**src/rtl/count_seq_pkg.sv**
```systemverilog
// ---------------------------------------------------------------------------
// count_seq_pkg
//
// Shared definitions for the count_macro sequencer:
//   - COUNT_W     : width of the analog count_macro's count bus
//   - SYNC_STAGES : depth of the synchroniser on that bus
//   - state_t     : sequencer state encoding
//   - max_int()   : elaboration-time helper for sizing the shared timer
// ---------------------------------------------------------------------------
package count_seq_pkg;

    localparam int COUNT_W     = 4;
    localparam int SYNC_STAGES = 2;

    typedef enum logic [3:0] {
        IDLE,
        RESET,
        RELEASE,
        CHECK0,
        HIGH,
        LOW,
        WAIT,
        SAMPLE,
        DONE
    } state_t;

    function automatic int max_int(input int a, input int b);
        return (a > b) ? a : b;
    endfunction

endpackage

```
**src/rtl/count_seq_sync.sv**
```systemverilog
// ---------------------------------------------------------------------------
// count_seq_sync
//
// Two-flop synchroniser that brings the count_macro's count bus, which is
// launched from the macro clock, into the system clock domain. The bus is
// only ever sampled after a settle interval, so the bits are stable when
// used and per-bit synchronisation cannot produce a torn word.
//
// Ports:
//   clk    in  1        system clock
//   rst_n  in  1        synchronous active-low reset (flops clear to 0)
//   d      in  COUNT_W  asynchronous count bus from the macro
//   q      out COUNT_W  synchronised count
// ---------------------------------------------------------------------------
module count_seq_sync
    import count_seq_pkg::*;
(
    input  logic               clk,
    input  logic               rst_n,
    input  logic [COUNT_W-1:0] d,
    output logic [COUNT_W-1:0] q
);

    logic [COUNT_W-1:0] meta;

    // NOTE: non-blocking assignments make both stages sample their inputs
    // before either updates; blocking ones would collapse the chain to one flop.
    always_ff @(posedge clk) begin
        if (!rst_n) begin
            meta <= '0;
            q    <= '0;
        end else begin
            meta <= d;
            q    <= meta;
        end
    end

endmodule

```
**src/rtl/count_macro_sequencer.sv**
```systemverilog
// ---------------------------------------------------------------------------
// count_macro_sequencer
//
// Exercises the analog-domain 4-bit count_macro: holds it in reset, releases
// it, checks it reads 0, then issues n_pulses clock pulses on its clock pin
// and checks the synchronised count after each one against the pulse index
// (mod 16). Reports a saturating mismatch tally and a pass flag per burst.
//
// Optional feature (compile-time macro COUNT_SEQ_ERRLOG_EN):
//   adds first_err_idx / first_err_val, the pulse index (CHECK0 = 0) and
//   observed value of the first mismatch in the burst.
//
// Ports:
//   clk            in  1        system clock (only clock)
//   rst_n          in  1        synchronous active-low reset
//   start          in  1        burst request, honoured only when idle
//   n_pulses       in  BURST_W  pulses per burst, latched on accepted start
//   half_period    in  DIV_W    macro clock phase length - 1, latched on start
//   macro_clk      out 1        macro clock pin (registered)
//   macro_reset_n  out 1        macro reset pin, active-low (registered)
//   macro_count    in  4        macro count bus, asynchronous
//   busy           out 1        burst in progress
//   done           out 1        one-cycle completion pulse
//   pass           out 1        last burst had no mismatches
//   err_count      out BURST_W  mismatches in last burst, saturating
//   last_count     out 4        most recent synchronised sample
//   first_err_idx  out BURST_W  (COUNT_SEQ_ERRLOG_EN only)
//   first_err_val  out 4        (COUNT_SEQ_ERRLOG_EN only)
// ---------------------------------------------------------------------------
module count_macro_sequencer
    import count_seq_pkg::*;
#(
    parameter int BURST_W    = 8,
    parameter int DIV_W      = 8,
    parameter int SETTLE_CYC = 4,
    parameter int RESET_CYC  = 8
) (
    input  logic               clk,
    input  logic               rst_n,
    input  logic               start,
    input  logic [BURST_W-1:0] n_pulses,
    input  logic [DIV_W-1:0]   half_period,
    output logic               macro_clk,
    output logic               macro_reset_n,
    input  logic [COUNT_W-1:0] macro_count,
    output logic               busy,
    output logic               done,
    output logic               pass,
    output logic [BURST_W-1:0] err_count,
    output logic [COUNT_W-1:0] last_count
`ifdef COUNT_SEQ_ERRLOG_EN
    ,
    output logic [BURST_W-1:0] first_err_idx,
    output logic [COUNT_W-1:0] first_err_val
`endif
);

    // Settle interval covers the synchroniser latency plus analog settling.
    localparam int WAIT_CYC = SYNC_STAGES + SETTLE_CYC;

    // One down-counter times every phase, so it must hold the longest of
    // the fixed intervals and the programmable half period.
    localparam int FIX_W = $clog2(max_int(RESET_CYC, WAIT_CYC) + 1);
    localparam int TMR_W = max_int(DIV_W, FIX_W);

    state_t             state;
    state_t             next_state;
    logic [TMR_W-1:0]   timer;
    logic [TMR_W-1:0]   timer_load;
    logic [BURST_W-1:0] n_pulses_q;
    logic [DIV_W-1:0]   half_period_q;
    logic [BURST_W-1:0] pulse_idx;
    logic [COUNT_W-1:0] count_sync;
    logic               start_accept;
    logic               check_en;
    logic               mismatch;
    logic               timer_zero;

    count_seq_sync u_sync (
        .clk   (clk),
        .rst_n (rst_n),
        .d     (macro_count),
        .q     (count_sync)
    );

    assign start_accept = (state == IDLE) && start;
    assign timer_zero   = (timer == '0);

    // -----------------------------------------------------------------------
    // State register
    // -----------------------------------------------------------------------
    always_ff @(posedge clk) begin
        if (!rst_n) begin
            state <= IDLE;
        end else begin
            state <= next_state;
        end
    end

    // -----------------------------------------------------------------------
    // Next-state logic
    // -----------------------------------------------------------------------
    // NOTE: assigning next_state a default before the case keeps every path
    // driven, so no latch is inferred for states that simply hold.
    always_comb begin
        next_state = state;
        unique case (state)
            IDLE:    if (start)      next_state = RESET;
            RESET:   if (timer_zero) next_state = RELEASE;
            RELEASE: if (timer_zero) next_state = CHECK0;
            CHECK0:  next_state = (n_pulses_q == '0) ? DONE : HIGH;
            HIGH:    if (timer_zero) next_state = LOW;
            LOW:     if (timer_zero) next_state = WAIT;
            WAIT:    if (timer_zero) next_state = SAMPLE;
            SAMPLE:  next_state = (pulse_idx == n_pulses_q) ? DONE : HIGH;
            DONE:    next_state = IDLE;
            default: next_state = IDLE;
        endcase
    end

    // -----------------------------------------------------------------------
    // Output decode
    // -----------------------------------------------------------------------
    always_comb begin
        busy     = 1'b0;
        done     = 1'b0;
        check_en = 1'b0;
        unique case (state)
            IDLE:           ;
            DONE:           done = 1'b1;
            CHECK0, SAMPLE: begin
                busy     = 1'b1;
                check_en = 1'b1;
            end
            default:        busy = 1'b1;
        endcase
    end

    // pulse_idx is 0 during CHECK0, so one expression covers both checks;
    // the truncation to COUNT_W gives the 15 -> 0 wrap of the macro.
    assign mismatch = check_en && (count_sync != pulse_idx[COUNT_W-1:0]);

    // -----------------------------------------------------------------------
    // Shared phase/settle timer: loaded with (duration - 1) on entry to a
    // timed state, then counts down; the state exits when it reads zero.
    // -----------------------------------------------------------------------
    always_comb begin
        timer_load = '0;
        unique case (next_state)
            RESET:         timer_load = TMR_W'(RESET_CYC - 1);
            RELEASE, WAIT: timer_load = TMR_W'(WAIT_CYC - 1);
            HIGH, LOW:     timer_load = TMR_W'(half_period_q);
            default:       timer_load = '0;
        endcase
    end

    always_ff @(posedge clk) begin
        if (!rst_n) begin
            timer <= '0;
        end else if (next_state != state) begin
            timer <= timer_load;
        end else if (!timer_zero) begin
            timer <= timer - 1'b1;
        end
    end

    // -----------------------------------------------------------------------
    // Macro pins come straight from flops, decoded from next_state so they
    // line up exactly with the state they belong to and cannot glitch.
    // macro_reset_n holds its value outside RESET/RELEASE, which keeps the
    // macro out of reset in IDLE after a burst while power-up leaves it held.
    // -----------------------------------------------------------------------
    always_ff @(posedge clk) begin
        if (!rst_n) begin
            macro_clk     <= 1'b0;
            macro_reset_n <= 1'b0;
        end else begin
            macro_clk <= (next_state == HIGH);
            if (next_state == RESET) begin
                macro_reset_n <= 1'b0;
            end else if (next_state == RELEASE) begin
                macro_reset_n <= 1'b1;
            end
        end
    end

    // -----------------------------------------------------------------------
    // Burst parameters, pulse index and result registers
    // -----------------------------------------------------------------------
    always_ff @(posedge clk) begin
        if (!rst_n) begin
            n_pulses_q    <= '0;
            half_period_q <= '0;
            pulse_idx     <= '0;
            err_count     <= '0;
            pass          <= 1'b0;
            last_count    <= '0;
        end else if (start_accept) begin
            n_pulses_q    <= n_pulses;
            half_period_q <= half_period;
            pulse_idx     <= '0;
            err_count     <= '0;
            pass          <= 1'b0;
        end else begin
            // Count a pulse as it ends its high phase, so SAMPLE sees 1..n.
            if (state == HIGH && next_state == LOW) begin
                pulse_idx <= pulse_idx + 1'b1;
            end
            if (check_en) begin
                last_count <= count_sync;
                if (mismatch && err_count != {BURST_W{1'b1}}) begin
                    err_count <= err_count + 1'b1;
                end
            end
            // DONE is only reached from CHECK0/SAMPLE, so the verdict folds
            // in that final comparison and is valid alongside done.
            if (next_state == DONE) begin
                pass <= (err_count == '0) && !mismatch;
            end
        end
    end

`ifdef COUNT_SEQ_ERRLOG_EN
    // First mismatch of the burst: err_count is still zero only until it
    // is recorded, and it is cleared again on the next accepted start.
    always_ff @(posedge clk) begin
        if (!rst_n) begin
            first_err_idx <= '0;
            first_err_val <= '0;
        end else if (start_accept) begin
            first_err_idx <= '0;
            first_err_val <= '0;
        end else if (mismatch && err_count == '0) begin
            first_err_idx <= pulse_idx;
            first_err_val <= count_sync;
        end
    end
`endif

endmodule

```
**config.mk**
```make
export PLATFORM = sky130hd
export DESIGN_NAME = count_macro_sequencer
export DESIGN_NICKNAME = d
export VERILOG_FILES = /design/src/rtl/count_seq_pkg.sv /design/src/rtl/count_seq_sync.sv /design/src/rtl/count_macro_sequencer.sv
export SDC_FILE = /design/constraint.sdc
export NUM_CORES = 1
export LEC_CHECK = 0
export CAP_MARGIN = 10
export CORE_AREA = 2 2 74 76
export DETAILED_ROUTE_END_ITERATION = 10
export DIE_AREA = 0 0 76 78
export DONT_BUFFER_PORTS = 1
export PLACE_DENSITY = 0.69
export SYNTH_ARGS = -nofsm -noshare
export SYNTH_HDL_FRONTEND = slang
export SYNTH_SLANG_ARGS = --single-unit
```
**constraint.sdc**
```tcl
create_clock -name clk -period 2.2 [get_ports clk]
set_clock_uncertainty 0.2 [all_clocks]
set_input_delay 0.44 -clock clk [delete_from_list [all_inputs] [get_ports clk]]
set_output_delay 0.44 -clock clk [all_outputs]
set_load 0.01 [all_outputs]
```
==> results of run 1 <==
## final cells by class
class                           count  area (um2)  share of cell area
Multi-Input combinational cell    228        1570               0.463
Sequential cell                    59        1180               0.349
Timing Repair Buffer               38         289              0.0852
Clock buffer                       12         165              0.0487
Tap cell                           70        87.6              0.0258
Inverter                           13        48.8              0.0144
Clock inverter                      4        47.5              0.0140
## registers in the layout, indices dropped and copies added (netlist names), 4 cells and up
signal,flops
err_count,8
half_period_q,8
last_count,4
n_pulses_q,8
pulse_idx,8
state,4
timer,8
u_sync.meta,4
u_sync.q,4
## worst max-delay path: stages (launching register included)
cell,delay (ns)
dfxtp_2,0.32
inv_2,0.07
ha_4,0.13
or4b_4,0.52
nor4_4,0.21
a211oi_4,0.08
or4b_4,0.49
a21oi_2,0.13
## logic make-up (layout without fill, tap and decap cells)
| logic type | Yosys count | after routing |
|---|---|---|
| simple gates | 135 | 135 |
| mux | 5 | 5 |
| fa+ha+maj | 4 | 4 |
| buf+inv | 29 | 67 |
| xor+xnor | 30 | 30 |
| flops | 59 | 59 |
| compound gates | 54 | 54 |
## routing by layer
layer  track usage  vias up  part of all wire
met4        0.0691        0            0.0085
met2         0.329       67              0.46
met3        0.0709        6             0.059
met5             0        -                 0
met1         0.284     1059              0.47
li1              -     1168                 -
## worst max-delay path by stage
stage	to	from
2_1_floorplan	pulse_idx[7]	timer[0]
3_3_place_gp	timer[6]	timer[1]
3_5_place_dp	timer[6]	timer[1]
4_1_cts	timer[6]	timer[0]
5_1_grt	pulse_idx[7]	timer[0]
6_report	pulse_idx[7]	timer[0]
## synthesized netlist by cell type (all sizes together), types with 3 or more instances
library cell,instances,area (um2)
a21boi,5,37.5
a21oi,20,100
a31oi,3,18.8
and2,9,56.3
and3,4,25.0
clkbuf,14,52.6
dfxtp,59,1180
ha,4,50.1
inv,13,48.8
mux2i,5,50.1
nand2,40,150
nand3,10,50.1
nand4,5,31.3
nand4b,3,26.3
nor2,28,105
nor2b,4,25.0
nor3,7,35.0
nor4,5,61.3
nor4b,4,35.0
o21ai,6,33.8
o22ai,4,25.0
or2,4,25.0
or4b,4,43.8
xnor2,17,149
xor2,13,114
## placed cells by master, fill, tap and decap left out, drive strengths merged, types with 5 or more instances in the layout
cell type	count
a21oi	20
inv	13
xor2	13
nand4	5
nor3	7
mux2i	5
nand2	40
buf	38
o21ai	6
nor4	5
nor2	28
nand3	10
xnor2	17
clkbuf	12
dfxtp	59
a21boi	5
and2	9
## power by group through the flow
stage	combinational (mW)	clock (mW)	sequential (mW)
2_1_floorplan	0.899	0	1.32
3_3_place_gp	1.26	0	1.35
3_5_place_dp	1.27	0	1.35
4_1_cts	1.41	1.06	1.33
5_1_grt	1.74	1.11	1.36
6_report	1.61	1.03	1.34
## repair_timing
action	CTS	global route
setup buffers	9	3
endpoints found under the setup margin	7	14
pin swaps	5	10
gates resized for setup	6	14
hold buffers	0	0
==> flow_metrics.py, run 1 <==
metrics = {
    "run_status": {
        "outcome": "finished, violations left",
        "violations": "setup timing",
    },
    "pwr": {
        "switching_share": 0.350,
        "p_leak_nw": 1.32,
        "power_mw": 3.98,
        "power_frac_seq": 0.337,
        "clock_power_share": 0.260,
        "comb_power_share": 0.403,
        "p_int_mw": 2.59,
        "power.density_nw_per_um2": 1170,
        "irDropWorstVdd_v": 0.000990,
        "switching_power_mw": 1.39,
    },
    "logic_synthesis": {
        "ys.flop_type": "dfxtp_1",
        "syn_inst": 316,
        "yosysUniqueCellTypes": 47,
        "synth_warnings": 0,
        "async_flop_share": 0,
        "synth_seq_area_share": 0.431,
        "syn_area_um2": 2740,
        "yosys.area_share.adder": 0.0183,
        "syn_avg_cell_area_um2": 8.67,
        "synth_simple_gate_area_frac": 0.266,
        "synthMuxAreaShare": 0.0183,
        "synth_top_family_by_area": "simple AND/OR/NAND/NOR gates",
        "synthesis.nets": 343,
        "synth_compound_area_frac": 0.130,
        "synth_xor_area_frac": 0.0959,
        "synth-seq-cells": 59,
        "synth-edff-count": 0,
    },
    "timing": {
        "rsz0062_at_grt": "yes",
        "fin_crit_sh": 1.01,
        "setup-violations-final": 2,
        "slew_headroom": 0.626,
        "maxSlewViolCount": 0,
        "setup_tns_ns": -0.0433,
        "period_needed_ns": 2.23,
        "setup_ws_ns": -0.0270,
        "max_freq_ghz": 0.449,
        "whs_ns": 0.0345,
        "hold_violations": 0,
        "worstMarginPinSlew_ns": 0.556,
    },
    "hold_path": {
        "holdPathEnd": "half_period_q[6]",
        "hold_depth": 2,
        "hold_path.startpoint": "half_period[6]",
        "hold_path_class": "input pin to flop",
    },
    "clock_tree": {
        "clk_path_buf_depth": 2,
        "cts_buffers": 9,
        "clkLatencyLatePin_ns": 0.33,
        "clkTransAtPathRegs_ns": 0.07,
        "htreeDepth": 3,
        "cts_tree": "yes",
        "cts.sinks": 59,
        "cts_root_buf": "clkbuf_8",
    },
    "finish": {
        "antenna_cells": 0,
        "area_delta_synth_final_pct": 23.8,
        "fillCellCount": 400,
        "fin_area_um2": 3390,
        "fin_cells": 424,
        "finish.utilization": 0.673,
        "final_nets": 376,
        "drive_gt1_frac": 0.229,
    },
    "routing": {
        "routed_wl_mm": 6.27,
        "firstDrtPassIters": 4,
        "wl_per_cell_um": 14.8,
        "drc": 0,
        "vias": 2300,
        "vias_per_cell": 5.42,
        "initialDrtViolationCount": 77,
        "detail-route-antenna-nets": 0,
    },
    "placed_design": {
        "portBuffers": 0,
        "dp_slack_ns": -0.0555,
        "dpl.hpwl_mm": 4.24,
        "dp_cells": 396,
        "place.gp.congestion": 0.855,
        "placed_area_um2": 2990,
    },
    "setup_path": {
        "end_kind": "flop",
        "r2r_setup_slack_ns": -0.03,
        "worstPathArrival_ns": 2.30,
        "crit_required_ns": 2.27,
        "crit_fanout": 6,
        "worst_setup_path_start_kind": "flop",
        "crit_type": "flop to flop",
        "reg2reg_depth": 7,
        "r2r-start": "timer[0]",
        "r2r_end": "pulse_idx[7]",
    },
    "global_route": {
        "grt_overflow": 0,
        "grt_pass1_vias": 2168,
        "grt_pass1_wl_mm": 10.1,
        "grt_antenna_before_repair": 0,
        "grt_usage": 0.214,
        "grt_max_degree": 25,
    },
    "flow_run": {
        "drv_cap": 0,
    },
    "die": {
        "core_um2": 5040,
        "ios": 40,
        "initial_utilization": 0.543,
        "num_rows": 26,
        "die-area_um2": 5930,
        "die_x_um": 76,
        "die_h_um": 78,
    },
}
No activity file was read; power rests on OpenSTA's default activity.
==> inputs of run 2 (changes only) <==
Settings changed: ABC_AREA set to 0.
==> results of run 2 <==
No change in the layout: final DEF, timing and power equal those of run 1.
==> inputs of run 3 (changes only) <==
Settings changed: PLACE_DENSITY 0.69 to 0.72.
==> flow_metrics.py, run 3 (synthesis results as in run 1) <==
metrics = {
    "finish": {
        "final_common_cell": "dfxtp_1",
        "area_delta_synth_final_pct": 20.8,
        "drive_gt1_frac": 0.209,
        "most-common-layout-cells": "dfxtp_1 (57), nand2_1 (40), buf_4 (31), nor2_1 (27), a21oi_1 (18)",
        "fillCellCount": 414,
        "antenna_cells": 0,
        "final_nets": 372,
        "fin_area_um2": 3310,
        "finish.utilization": 0.657,
    },
    "timing": {
        "hold_violations": 0,
        "setup_ws_ns": -0.0584,
        "setup-violations-final": 9,
        "fin_crit_sh": 1.03,
        "period_needed_ns": 2.26,
        "maxSlewViolCount": 0,
        "max_freq_ghz": 0.443,
        "rsz0062_at_grt": "yes",
        "slew_headroom": 0.418,
        "worstMarginPinSlew_ns": 0.866,
    },
    "run_status": {
        "violations": "setup timing",
        "outcome": "finished, violations left",
    },
    "setup_path": {
        "slowest_delay_ns": 0.51,
        "crit_fanout": 5,
        "path_delay_family": "simple AND/OR/NAND/NOR gates",
        "path_depth": 7,
        "end_kind": "flop",
        "reg2reg_depth": 7,
        "crit_chain": "inv_2 > ha_4 > or4b_4 > nor4_4 > a211oi_4 > or4b_1 > a21oi_2",
        "endpoint": "pulse_idx[7]",
        "worstPathArrival_ns": 2.33,
        "crit_required_ns": 2.27,
        "r2r-start": "timer[1]",
        "crit_buf_inv": 1,
        "cp-startpoint": "timer[1]",
        "crit_type": "flop to flop",
        "r2r_setup_slack_ns": -0.06,
        "worst_setup_path_start_kind": "flop",
        "r2r_end": "pulse_idx[7]",
        "slowest_stage": "or4b_4",
    },
    "global_route": {
        "grt_max_degree": 25,
        "grt_pass1_wl_mm": 10.0,
        "grt_overflow": 0,
        "grt_antenna_before_repair": 0,
        "grt_pass1_vias": 2156,
        "grt_usage": 0.214,
    },
    "routing": {
        "wl_per_cell_um": 14.9,
        "vias_per_cell": 5.55,
        "routed_wl_mm": 6.25,
        "drc": 0,
        "detail-route-antenna-nets": 0,
        "firstDrtPassIters": 4,
        "initialDrtViolationCount": 91,
        "vias": 2333,
    },
    "flow_run": {
        "drv_cap": 0,
    },
    "die": {
        "die_h_um": 78,
        "initial_utilization": 0.543,
        "core_um2": 5040,
        "num_rows": 26,
        "die-area_um2": 5930,
        "die_x_um": 76,
        "ios": 40,
    },
    "placed_design": {
        "place.gp.congestion": 0.890,
        "dp_slack_ns": -0.0667,
        "placed_area_um2": 2980,
        "dpl.hpwl_mm": 4.23,
        "portBuffers": 0,
    },
    "clock_tree": {
        "cts_tree": "yes",
        "cts.sinks": 59,
        "htreeDepth": 3,
        "cts_root_buf": "clkbuf_8",
        "clkLatencyLatePin_ns": 0.34,
        "cts_buffers": 9,
        "clk_path_buf_depth": 2,
        "clkTransAtPathRegs_ns": 0.07,
    },
    "hold_path": {
        "hold_path_class": "input pin to flop",
    },
    "pwr": {
        "p_leak_nw": 1.28,
        "irDropWorstVdd_v": 0.000749,
        "power.density_nw_per_um2": 1160,
    },
}
==> run 3: changes by cell type in the layout (fill, tap and decap cells not counted), moves of 2 or more <==
cell and change:
nand3_1 +2, clkbuf_8 -3, buf_6 +2, buf_4 -6
==> run 3: per-layer routing <==
metal  track usage  vias to the layer above  wire length [um]
met4         0.111                        0                78
met2         0.335                       85              2840
met1         0.266                     1083              2860
met3        0.0674                        6               470
met5             0                        -                 0
li1              -                     1159                 -
==> run 3: worst min path at each step <==
| stage | startpoint | endpoint | cells after the start |
|---|---|---|---|
| after global placement | u_sync.meta[2] | u_sync.q[2] | 1 |
| after detailed placement | u_sync.meta[0] | u_sync.q[0] | 1 |
| final | rst_n | timer[1] | 1 |
| after CTS | rst_n | u_sync.meta[2] | 1 |
| after global routing | rst_n | timer[1] | 1 |
| after floorplan | u_sync.meta[0] | u_sync.q[0] | 1 |
==> run 3: timing repair <==
| action | in CTS | in global routing |
|---|---|---|
| resized for setup | 10 | 6 |
| pin swaps | 4 | 4 |
| setup buffers | 6 | 3 |
| hold buffers | 0 | 0 |
| endpoints found under the setup margin | 10 | 15 |
==> run 3: power breakdown <==
part           total, mW  leakage [nW]  switching (mW)  internal (mW)
Clock              0.953        0.0950           0.435          0.518
Combinational       1.53         0.707           0.795          0.737
Sequential          1.34         0.482           0.129           1.21
Total               3.83          1.28            1.36           2.47
==> run 3: area by class of cell <==
class                      instances  area [um2]  share of cell area
clock buffer                       9         124              0.0374
tap                               70        87.6              0.0265
multi-input combinational        228        1530               0.463
inverter                          13        48.8              0.0147
clock inverter                     7        68.8              0.0208
sequential                        59        1180               0.358
timing repair buffer              34         267              0.0805
==> run 3: through the flow <==
| step | hold slack (ns) | total power [mW] | cells | TNS, ns |
|---|---|---|---|---|
| after floorplan | 0.212 | 2.22 | 316 | 0 |
| after global placement | 0.215 | 2.57 | 395 | -0.0680 |
| after detailed placement | 0.224 | 2.60 | 395 | -0.412 |
| after CTS | 0.0143 | 3.74 | 417 | -0.0776 |
| after global routing | 0.0118 | 4.03 | 420 | -1.17 |
| final | 0.0219 | 3.83 | 420 | -0.227 |
==> run 3: worst register-to-register path: cells and delay by family, from the launching register on <==
| kind | cells | cell delay [ns] |
|---|---|---|
| AO/OA/AOI/OAI | 2 | 0.24 |
| adder cells (fa/ha/maj) | 1 | 0.13 |
| buffers and inverters | 1 | 0.08 |
| flip-flops | 1 | 0.33 |
| AND/OR/NAND/NOR | 3 | 1.22 |
==> patch 1, RTL diff (config.mk and constraints of run 2) <==
Encoding of `state_t`: now Gray code (4 bits for 9 states).
--- a/src/rtl/count_seq_pkg.sv
+++ b/src/rtl/count_seq_pkg.sv
@@ -13,15 +13,15 @@
     localparam int SYNC_STAGES = 2;
 
     typedef enum logic [3:0] {
-        IDLE,
-        RESET,
-        RELEASE,
-        CHECK0,
-        HIGH,
-        LOW,
-        WAIT,
-        SAMPLE,
-        DONE
+        IDLE    = 4'b0000,
+        RESET   = 4'b0001,
+        RELEASE = 4'b0011,
+        CHECK0  = 4'b0010,
+        HIGH    = 4'b0110,
+        LOW     = 4'b0111,
+        WAIT    = 4'b0101,
+        SAMPLE  = 4'b0100,
+        DONE    = 4'b1100
     } state_t;
 
     function automatic int max_int(input int a, input int b);
Function: no difference found for any inputs over 10 cycles, from zero or initial values and one cycle with rst_n low; not proved beyond that.
==> patch 1 against run 2 <==
- routed wire length grew 5.9%
- area after synthesis grew 4.2%
- die area is the same
- the flow still finishes with violations (negative setup slack)
- highest routed layer unchanged
- sequential share of layout area shrank 0.33 points
- final area grew 0.85%
- first-iteration DRC count grew 69%
- global-route usage grew 2.0 points
- worst setup slack gained 0.82 ps
- sequential power grew 3%
- sequential cell count is the same
- largest cell class unchanged
- non-clock buffer count shrank 4
- total power grew 9.7%
==> patch 1: results (changes against run 2) <==
=============================================================================
Setup WS pre-CTS ...............................................      -114 ps   was -55.5 ps
Final-report setup violation count .............................            2   unchanged
Portion of the post-synthesis area used by sequential elements .        0.414   was 0.431
Destination of the worst hold path ............................. timer[6]$_SDFFE_PN0P_   was half_period_q[6]$_SDFFE_PN0P_
Fin Setup TNS ..................................................     -50.9 ps   was -43.3 ps
Final RePlAce weighted congestion ..............................        0.857   was 0.855
Worst slack on hold paths ......................................      22.4 ps   was 34.5 ps
Wire length on met1 ............................................      3.10 mm   was 2.98 mm
Via count of the first global-routing pass .....................         2309   was 2168
Global routing met3 resource utilization .......................       0.0744   was 0.0709
Static leakage .................................................      1.34 nW   was 1.32 nW
Kind of cell adding the most delay to the critical path ........ compound AO/OA/AOI/OAI gates   was simple AND/OR/NAND/NOR gates
Synth top area cells ........................................... dfxtp_1 41%, nand2_1 5.5%, a21oi_1 4.9%, xor2_1 4.3%, xnor2_1 3.7%   was dfxtp_1 43%, nand2_1 5.5%, xnor2_1 5.4%, xor2_1 4.2%, nor2_1 3.8%
Detail-routed via count per cell ...............................         5.70   was 5.42
Result of the run .............................................. complete, but fails checks   unchanged
Post-DP HPWL ...................................................      4.79 mm   was 4.24 mm
Fin worst setup slack ..........................................     -26.2 ps   was -27.0 ps
Pin count of the biggest net entering global routing ...........           18   was 25
Crit path max fanout ...........................................            5   was 6
Post-place instance area .......................................     3140 um2   was 2990 um2
Worst IR Drop VDD ..............................................   0.000771 V   was 0.000990 V
Slowest Stage Delay on Critical Path ...........................       500 ps   was 520 ps
Crit Reg-Reg Startpoint ........................................ timer[1]$_SDFFE_PN0P_   was timer[0]$_SDFFE_PN0P_
DRT Pass-1 Iters ...............................................            5   was 4
Failing checks ................................................. negative setup slack   unchanged
Post-Syn Nets ..................................................          359   was 343
=============================================================================
-- patch 1: cells by family after synthesis --
group | count (synthesis) | share of synthesized area
flops | 59 | 0.414
buf+inv | 26 | 0.0394
compound gates | 70 | 0.165
xor+xnor | 26 | 0.0798
mux | 8 | 0.0285
simple gates | 139 | 0.256
fa+ha+maj | 4 | 0.0175
-- patch 1: layout make-up --
| type | instances | area (um2) |
|---|---|---|
| clock inverter | 4 | 98.8 |
| tap | 70 | 87.6 |
| timing repair buffer | 34 | 284 |
| multi-input combinational | 247 | 1600 |
| sequential | 59 | 1180 |
| fill | 421 | 1620 |
| clock buffer | 11 | 141 |
| inverter | 8 | 30.0 |
-- patch 1: power by group --
group          internal (W)  total, W  switching, W
logic              0.000848   0.00179      0.000945
registers           0.00122   0.00138      0.000158
clock network      0.000779   0.00120      0.000422
-- patch 1: timing repair --
| item | CTS | global route |
|---|---|---|
| hold buffers | 0 | 0 |
| pin swaps | 7 | 2 |
| resized for setup | 8 | 3 |
| setup buffers | 0 | 0 |
| setup endpoints to repair | 7 | 10 |
| endpoints found under the hold margin | 0 | 0 |
-- patch 1: worst max path at each step --
stage	startpoint	slack, ps	cells past startpoint	to
6_report	timer[1]$_SDFFE_PN0P_	-30	7	timer[0]$_SDFFE_PN0P_
5_1_grt	timer[1]$_SDFFE_PN0P_	-140	7	timer[0]$_SDFFE_PN0P_
4_1_cts	timer[1]$_SDFFE_PN0P_	-9	7	timer[0]$_SDFFE_PN0P_
3_5_place_dp	timer[1]$_SDFFE_PN0P_	-110	7	timer[0]$_SDFFE_PN0P_
3_3_place_gp	timer[1]$_SDFFE_PN0P_	-60	7	timer[0]$_SDFFE_PN0P_
2_1_floorplan	timer[0]$_SDFFE_PN0P_	10	7	timer[0]$_SDFFE_PN0P_
==> patch 2, RTL diff (settings of run 2) <==
Made on the original files. `BURST_W`: 8 -> 12.
--- a/src/rtl/count_macro_sequencer.sv
+++ b/src/rtl/count_macro_sequencer.sv
@@ -30,7 +30,7 @@
 module count_macro_sequencer
     import count_seq_pkg::*;
 #(
-    parameter int BURST_W    = 8,
+    parameter int BURST_W    = 12,
     parameter int DIV_W      = 8,
     parameter int SETTLE_CYC = 4,
     parameter int RESET_CYC  = 8
Ports: changed (resized err_count and n_pulses); port bits go from 40 to 48. The function was not compared with the original's and may differ.
==> patch 2 against run 2 <==
- the flow still finishes with violations (negative setup slack)
- synthesized cell count grew 32%
- combinational power increased by 16%
- critical path type unchanged
- sequential cell count grew 12
- area after synthesis increased by 25%
- total power is 13% higher
- final area rose by 19%
- highest routed layer unchanged
- routed wire length up 34%
- first-iteration DRC count grew to 3.4 times the old value
- worst setup slack got worse by 170 ps
- critical path depth did not move
- sequential share of layout area is 0.35 points higher
- final cell count rose by 23%
- largest cell class unchanged
==> patch 2: results (changes against run 2) <==
====================================================================
Post-CTS sizing .......................................            7   was 6
Post-Syn Nets .........................................          448   was 343
Number of cells on the worst hold path ................            1   was 2
Final-report setup violation count ....................           16   was 2
Fin worst setup slack .................................      -195 ps   was -27.0 ps
Finished layout cell area .............................     4040 um2   was 3390 um2
Final RePlAce weighted congestion .....................        0.931   was 0.855
Buffers inserted during post-CTS setup optimization ...            2   was 9
Critical path arrival .................................      2410 ps   was 2300 ps
Crit path max fanout ..................................            4   was 6
Total detailed-routing wirelength .....................      8.41 mm   was 6.27 mm
Static leakage ........................................      1.57 nW   was 1.32 nW
Ranking of synthesized cells by instance count ........ 71 x dfxtp_1, 60 x nand2_1, 36 x nor2_1, 34 x a21oi_1, 20 x clkbuf_1   was 59 x dfxtp_1, 40 x nand2_1, 28 x nor2_1, 20 x a21oi_1, 17 x xnor2_1
Clock latency on the worst-skew pair ..................       350 ps   was 330 ps
Endpoint of the worst register-to-register path ....... timer[1]$_SDFFE_PN0P_   was pulse_idx[7]$_SDFFE_PP0P_
Xor and xnor fraction of the mapped netlist area ......       0.0896   was 0.0959
Share of total power consumed by net switching ........        0.368   was 0.350
Failing checks ........................................ negative setup slack   unchanged
Setup WS pre-CTS ......................................      -182 ps   was -55.5 ps
Worst hold start ...................................... macro_count[0]   was half_period[6]
Worst IR Drop VDD .....................................   0.000716 V   was 0.000990 V
Area share of fa/ha/maj cells after synthesis .........       0.0146   was 0.0183
Destination of the worst hold path .................... u_sync.meta[0]$_SDFF_PN0_   was half_period_q[6]$_SDFFE_PN0P_
Global-route wire length before repair ................      14.2 mm   was 10.1 mm
Share of layout cells above drive strength 1 ..........        0.184   was 0.229
Power consumed by combinational cells .................    0.00186 W   was 0.00161 W
Final layout net count ................................          478   was 376
Result of the run ..................................... complete, but fails checks   unchanged
Fraction of the mapped netlist area in compound gates .        0.140   was 0.130
Cell variety after synth ..............................           49   was 47
Pin count of the biggest net entering global routing ..           27   was 25
Fin Setup TNS .........................................     -2190 ps   was -43.3 ps
Post-place instance area ..............................     3720 um2   was 2990 um2
====================================================================
-- patch 2: cell types whose count changed after synthesis, moves of 8 or more --
cell	run 2	this run
nand2_1	40	60
a21oi_1	20	34
nor4_1	3	18
dfxtp_1	59	71
nor2_1	28	36
nor3_1	7	15
-- patch 2: final cells by class --
cell class	count	share of cell area
flip-flops and latches	71	0.352
inverters	13	0.0121
multi-input cells	310	0.483
clock buffers	11	0.0375
clock inverters	5	0.0139
repair buffers	42	0.0790
well taps	70	0.0217
-- patch 2: worst reg2reg max path: cells and delay by family, from the launching register on --
family	cells	cell delay, ps
fa+ha+maj	1	130
compound gates	3	530
simple gates	2	1000
flops	1	330
buf+inv	1	70
-- patch 2: per-stage QoR --
stage	total power [W]	cells
5_1_grt	0.00476	522
4_1_cts	0.00440	521
6_report	0.00450	522
3_5_place_dp	0.00321	502
2_1_floorplan	0.00264	417
3_3_place_gp	0.00315	502
-- patch 2: layer usage --
metal	GRT usage	up-vias	wire length, um
li1	-	1524	-
met1	0.358	1486	3580
met2	0.512	105	4120
met3	0.0733	19	557
met4	0.122	0	147
met5	0	-	0
-- patch 2: worst max-delay path by stage --
stage,depth (start not counted),endpoint,startpoint
floorplan,8,timer[1]$_SDFFE_PN0P_,timer[1]$_SDFFE_PN0P_
global placement,7,timer[1]$_SDFFE_PN0P_,timer[1]$_SDFFE_PN0P_
detailed placement,7,pulse_idx[5]$_SDFFE_PP0P_,timer[1]$_SDFFE_PN0P_
CTS,7,timer[1]$_SDFFE_PN0P_,timer[1]$_SDFFE_PN0P_
global route,8,pulse_idx[9]$_SDFFE_PP0P_,timer[1]$_SDFFE_PN0P_
finish,7,timer[1]$_SDFFE_PN0P_,timer[1]$_SDFFE_PN0P_
